## config.mk

```make
export PLATFORM = sky130hd
export DESIGN_NAME = key_event_decoder
export DESIGN_NICKNAME = d
export VERILOG_FILES = /design/src/rtl/key_event_decoder.sv
export SDC_FILE = /design/constraint.sdc
export NUM_CORES = 1
export LEC_CHECK = 0
export CORE_ASPECT_RATIO = 1.5
export CORE_MARGIN = 8
export CORE_UTILIZATION = 44
export CTS_CLUSTER_SIZE = 28
export DETAILED_ROUTE_END_ITERATION = 12
export DONT_BUFFER_PORTS = 1
export PLACE_DENSITY = 0.57
export SLEW_MARGIN = 20
export SYNTH_ARGS = -nofsm -noshare
export SYNTH_HDL_FRONTEND = slang
export SYNTH_SLANG_ARGS = --single-unit
```

## constraint.sdc

```tcl
create_clock -name clk -period 5.8 [get_ports clk]
set_input_delay 1.16 -clock clk [delete_from_list [all_inputs] [get_ports clk]]
set_output_delay 1.16 -clock clk [all_outputs]
set_load 0.1 [all_outputs]
```

## src/rtl/key_event_decoder.sv

```systemverilog
// Classifies a debounced key into single click, double click, long press and
// auto-repeat events; all outputs are registered one-cycle pulses or levels.
module key_event_decoder #(
   parameter int unsigned LONG_CYC = 50000000,
   parameter int unsigned GAP_CYC  = 25000000,
   parameter int unsigned RPT_CYC  = 10000000
) (
   input  logic clk,
   input  logic rst_n,
   input  logic key_in,
   output logic evt_single,
   output logic evt_double,
   output logic evt_long,
   output logic evt_rpt,
   output logic evt_hold,
   output logic busy
);

   typedef enum logic [2:0] {
      ARM    = 3'd0,
      IDLE   = 3'd1,
      PRESS1 = 3'd2,
      WAIT2  = 3'd3,
      PRESS2 = 3'd4,
      LONG   = 3'd5
   } state_t;

   localparam logic [31:0] LONG_LAST = 32'(LONG_CYC - 1);
   localparam logic [31:0] GAP_LAST  = 32'(GAP_CYC - 1);
   localparam logic [31:0] RPT_LAST  = 32'(RPT_CYC - 1);

   state_t      state;
   logic [31:0] cnt;

   // NOTE: every register here is assigned with <= so all updates see the
   // pre-edge values of state and cnt, regardless of statement order.
   always_ff @(posedge clk or negedge rst_n) begin
      if (!rst_n) begin
         state      <= ARM;
         cnt        <= '0;
         evt_single <= 1'b0;
         evt_double <= 1'b0;
         evt_long   <= 1'b0;
         evt_rpt    <= 1'b0;
         evt_hold   <= 1'b0;
         busy       <= 1'b1;
      end else begin
         evt_single <= 1'b0;
         evt_double <= 1'b0;
         evt_long   <= 1'b0;
         evt_rpt    <= 1'b0;

         unique case (state)
            ARM: begin
               // A key still held after reset must be seen released first.
               if (!key_in) begin
                  state <= IDLE;
                  cnt   <= '0;
                  busy  <= 1'b0;
               end else begin
                  cnt <= cnt + 32'd1;
               end
            end

            IDLE: begin
               if (key_in) begin
                  state <= PRESS1;
                  cnt   <= '0;
                  busy  <= 1'b1;
               end else begin
                  cnt <= cnt + 32'd1;
               end
            end

            PRESS1: begin
               if (!key_in) begin
                  state <= WAIT2;
                  cnt   <= '0;
               end else if (cnt == LONG_LAST) begin
                  state    <= LONG;
                  cnt      <= '0;
                  evt_long <= 1'b1;
                  evt_hold <= 1'b1;
               end else begin
                  cnt <= cnt + 32'd1;
               end
            end

            WAIT2: begin
               if (key_in) begin
                  state <= PRESS2;
                  cnt   <= '0;
               end else if (cnt == GAP_LAST) begin
                  state      <= IDLE;
                  cnt        <= '0;
                  evt_single <= 1'b1;
                  busy       <= 1'b0;
               end else begin
                  cnt <= cnt + 32'd1;
               end
            end

            PRESS2: begin
               if (!key_in) begin
                  state      <= IDLE;
                  cnt        <= '0;
                  evt_double <= 1'b1;
                  busy       <= 1'b0;
               end else if (cnt != '1) begin
                  cnt <= cnt + 32'd1;
               end
            end

            LONG: begin
               if (!key_in) begin
                  state    <= IDLE;
                  cnt      <= '0;
                  evt_hold <= 1'b0;
                  busy     <= 1'b0;
               end else if (cnt == RPT_LAST) begin
                  cnt     <= '0;
                  evt_rpt <= 1'b1;
               end else begin
                  cnt <= cnt + 32'd1;
               end
            end

            default: begin
               state    <= ARM;
               cnt      <= '0;
               evt_hold <= 1'b0;
               busy     <= 1'b1;
            end
         endcase
      end
   end

endmodule

```

==> summary.txt <==
Final layout
  – Share of layout cells above drive strength 1: 0.0945
  – Nets: 257
  – Fillers: 494
  – Area of the multi-input gates: 0.00123 mm^2
  – Inserted Diodes: 0
  – Flip-flop and latch area: 0.00103 mm^2
  – Area growth from synthesis to layout: 4.09%

Logic synthesis
  – Synth Area in Compound Gates: 0.0722
  – Adder-Cell Fraction of Synth Area: 0.00531
  – Largest family of logic cells by synthesized area: simple AND/OR/NAND/NOR gates
  – Yosys reg bits: 41
  – Synthesized area per cell: 9.07 um^2
  – YS warnings: 0
  – Synth Area in Simple Gates: 0.342
  – Number of enable flip-flop cells after synthesis: 0
  – Sequential-to-total area share from yosys stat: 0.436
  – Mux contribution to synthesized area: 0
  – Synth unique cells: 47
  – Synth async-reset ratio: 1.00
  – Xor/xnor share of the synthesized area: 0.100
  – Syn nets: 264
  – Main flop type after synthesis: dfrtp_1
  – Post-Synthesis Cell Area: 0.00236 mm^2
  – Post-Syn Instances: 260

Global routing
  – Number of global-route vias before repair: 1916
  – Largest net degree at the start of global routing: 42
  – Initial antenna violation count: 0
  – First-pass GRT wire length: 9.45 mm
  – Total GRT Usage: 0.152
  – Congestion Overflow GR: 0

Route
  – Detailed-route wire length per cell: 17.1 um
  – Vias: 1923
  – DRC viols: 0
  – Detail Route Antenna Nets: 0
  – WL final: 5.51 mm
  – Routed vias/inst: 5.97
  – Detailed Routing Iterations Pass 1: 4
  – Initial DRC count: 142

STA
  – Fin crit share: 0.496
  – RSZ-0062 raised after global routing: no
  – Final TNS setup: 0 ns
  – Worst slew pin tran: 0.941 ns
  – Final setup viols: 0
  – Hold slack: 0.555 ns
  – Maximum clock frequency: 347 MHz
  – Hold Vio Cnt, Final: 0
  – Maximum clock skew at final layout: 0.00865 ns
  – Final Critical Period: 2.88 ns
  – Slew Viols, Final: 0
  – Max_slew headroom: 0.373

Placement
  – GPL Wtd Cong: 0.838
  – Dpl hpwl: 3.86 mm
  – I/O Buffers: 0

Clocking
  – CTS tree: yes
  – Clk sinks: 41
  – Num CTS Buffers: 5
  – Clk_lat worst skew: 0.29 ns
  – Post-CTS sizing: 0
  – Clock Path Buffers: 2
  – CTS clock-pin slew for the worst setup and hold paths: 0.08 ns
  – H-tree depth: 2
  – Root buf cell: clkbuf_8
  – Hold bufs inserted after CTS: 0
  – Number of post-CTS setup repair buffers: 0

Power
  – Peak VDD IR: 0.000107 V
  – Leak: 0.914 nW
  – Pwr per Cell Area: 273 mW/mm^2

Worst setup path
  – Critical Path Fanout Max: 32
  – CP Data Required Time: 5.95 ns
  – WP data arrival: 3.02 ns
  – Setup crit start: cnt[0]$_DFFE_PN0P_
  – Critical R2R Launch: cnt[0]$_DFFE_PN0P_
  – Critical Path End Type: flop
  – CP Launch Type: flop
  – Critical path class: reg -> reg

Die
  – Die width: 75.8 um
  – Die ar.: 0.00800 mm^2
  – Row cnt: 32
  – I/O Pins: 9
  – Initial Utilization: 0.456
  – Core area: 0.00516 mm^2
  – Die H: 106 um

Min path
  – Worst Hold Class: in -> async

Job
  – Max-cap violation count: 0

Outcome
  – Outcome: completed
==> logic make-up (layout without fill, tap and decap cells) <==
kind of cell,count (synthesis),count (layout)
xor+xnor,27,27
simple gates,144,144
flops,41,41
compound gates,28,28
fa+ha+maj,1,1
buf+inv,19,13
==> cells in the mapped netlist, drive strengths merged (2+ instances only) <==
| cell type | n | area [um^2] |
|---|---|---|
| dfrtp | 40 | 1000 |
| nor2 | 34 | 128 |
| nand2 | 20 | 82.6 |
| nand3 | 18 | 90.1 |
| nor3 | 17 | 96.4 |
| xnor2 | 17 | 149 |
| nand4 | 13 | 81.3 |
| nor4 | 12 | 90.1 |
| buf | 11 | 63.8 |
| o21ai | 11 | 55.1 |
| xor2 | 10 | 87.6 |
| and3 | 8 | 53.8 |
| a21oi | 6 | 33.8 |
| or3 | 6 | 43.8 |
| clkbuf | 5 | 28.8 |
| and4 | 4 | 40.0 |
| a31oi | 3 | 18.8 |
| inv | 3 | 11.3 |
| nor4bb | 3 | 30.0 |
| nor2b | 2 | 12.5 |
| nor4b | 2 | 17.5 |
| o211ai | 2 | 15.0 |
==> cells in the final DEF, fill, tap and decap left out, types with 2 or more instances in the layout <==
cell       n
dfrtp_1   40
nor2_1    34
nand2_1   19
nand3_1   18
xnor2_1   17
nor3_1    16
nand4_1   13
o21ai_0   11
nor4_1    10
xor2_1    10
and3_1     5
a21oi_1    5
clkbuf_8   5
or3_1      4
nor4bb_1   3
inv_1      3
and3_2     3
a31oi_1    3
nor2b_1    2
nor4b_1    2
and4_2     2
o211ai_1   2
clkinv_2   2
buf_4      2
==> final cells by class <==
class / count / area share
Multi-Input combinational cell: 200 / 0.502
Sequential cell: 41 / 0.419
Tap cell: 68 / 0.0347
Clock buffer: 6 / 0.0296
Timing Repair Buffer: 2 / 0.00612
Inverter: 3 / 0.00459
Clock inverter: 2 / 0.00408
==> stage by stage <==
step           cell area [um^2]  setup slack, ns  power [mW]   util  std cells
2_1_floorplan              2360             3.19       0.472      -        260
3_5_place_dp               2370             2.94       0.496  0.459        314
3_3_place_gp               2370             2.96       0.495  0.459        314
6_report                   2450             2.92       0.670  0.475        322
4_1_cts                    2450             2.92       0.676  0.475        322
5_1_grt                    2450             2.71       0.704  0.475        322
==> registers in the layout, summed over array words and instances (netlist names) <==
name / cells
evt_long: 1
evt_hold: 1
state: 3
busy: 1
evt_double: 1
evt_rpt: 1
cnt: 32
evt_single: 1
==> final timing paths <==
path,slack (ns),endpoint,cells after the start
hold reg to reg,0.57,cnt[1]$_DFFE_PN0P_,2
max in group asynchronous,5.07,busy$_DFFE_PN1P_,0
min in group clk,0.57,cnt[1]$_DFFE_PN0P_,2
hold / removal,0.56,cnt[18]$_DFFE_PN0P_,0
setup / recovery,2.92,cnt[2]$_DFFE_PN0P_,8
setup reg to reg,2.92,cnt[2]$_DFFE_PN0P_,8
==> per-layer routing <==
layer / track usage / vias up / wire (um)
li1: - / 919 / -
met3: 0.0275 / 10 / 219
met4: 0.0552 / 0 / 106
met5: 0 / - / 0
met1: 0.183 / 944 / 2310
met2: 0.256 / 50 / 2870
==> power breakdown <==
| group | internal (mW) | leakage [nW] | switching, mW |
|---|---|---|---|
| registers | 0.309 | 0.562 | 0.0670 |
| logic | 0.0418 | 0.307 | 0.0738 |
| clock network | 0.0834 | 0.0450 | 0.0950 |
| total | 0.434 | 0.914 | 0.236 |
==> critical path, stage by stage (launching register included) <==
cell,delay [ns]
dfrtp_1,0.44
ha_1,0.23
and3_1,0.41
nand4_1,0.24
nor4_4,0.50
a31oi_1,0.22
nor3_4,0.18
buf_4,0.35
o21ai_0,0.15
No activity file was read; power rests on OpenSTA's default activity.
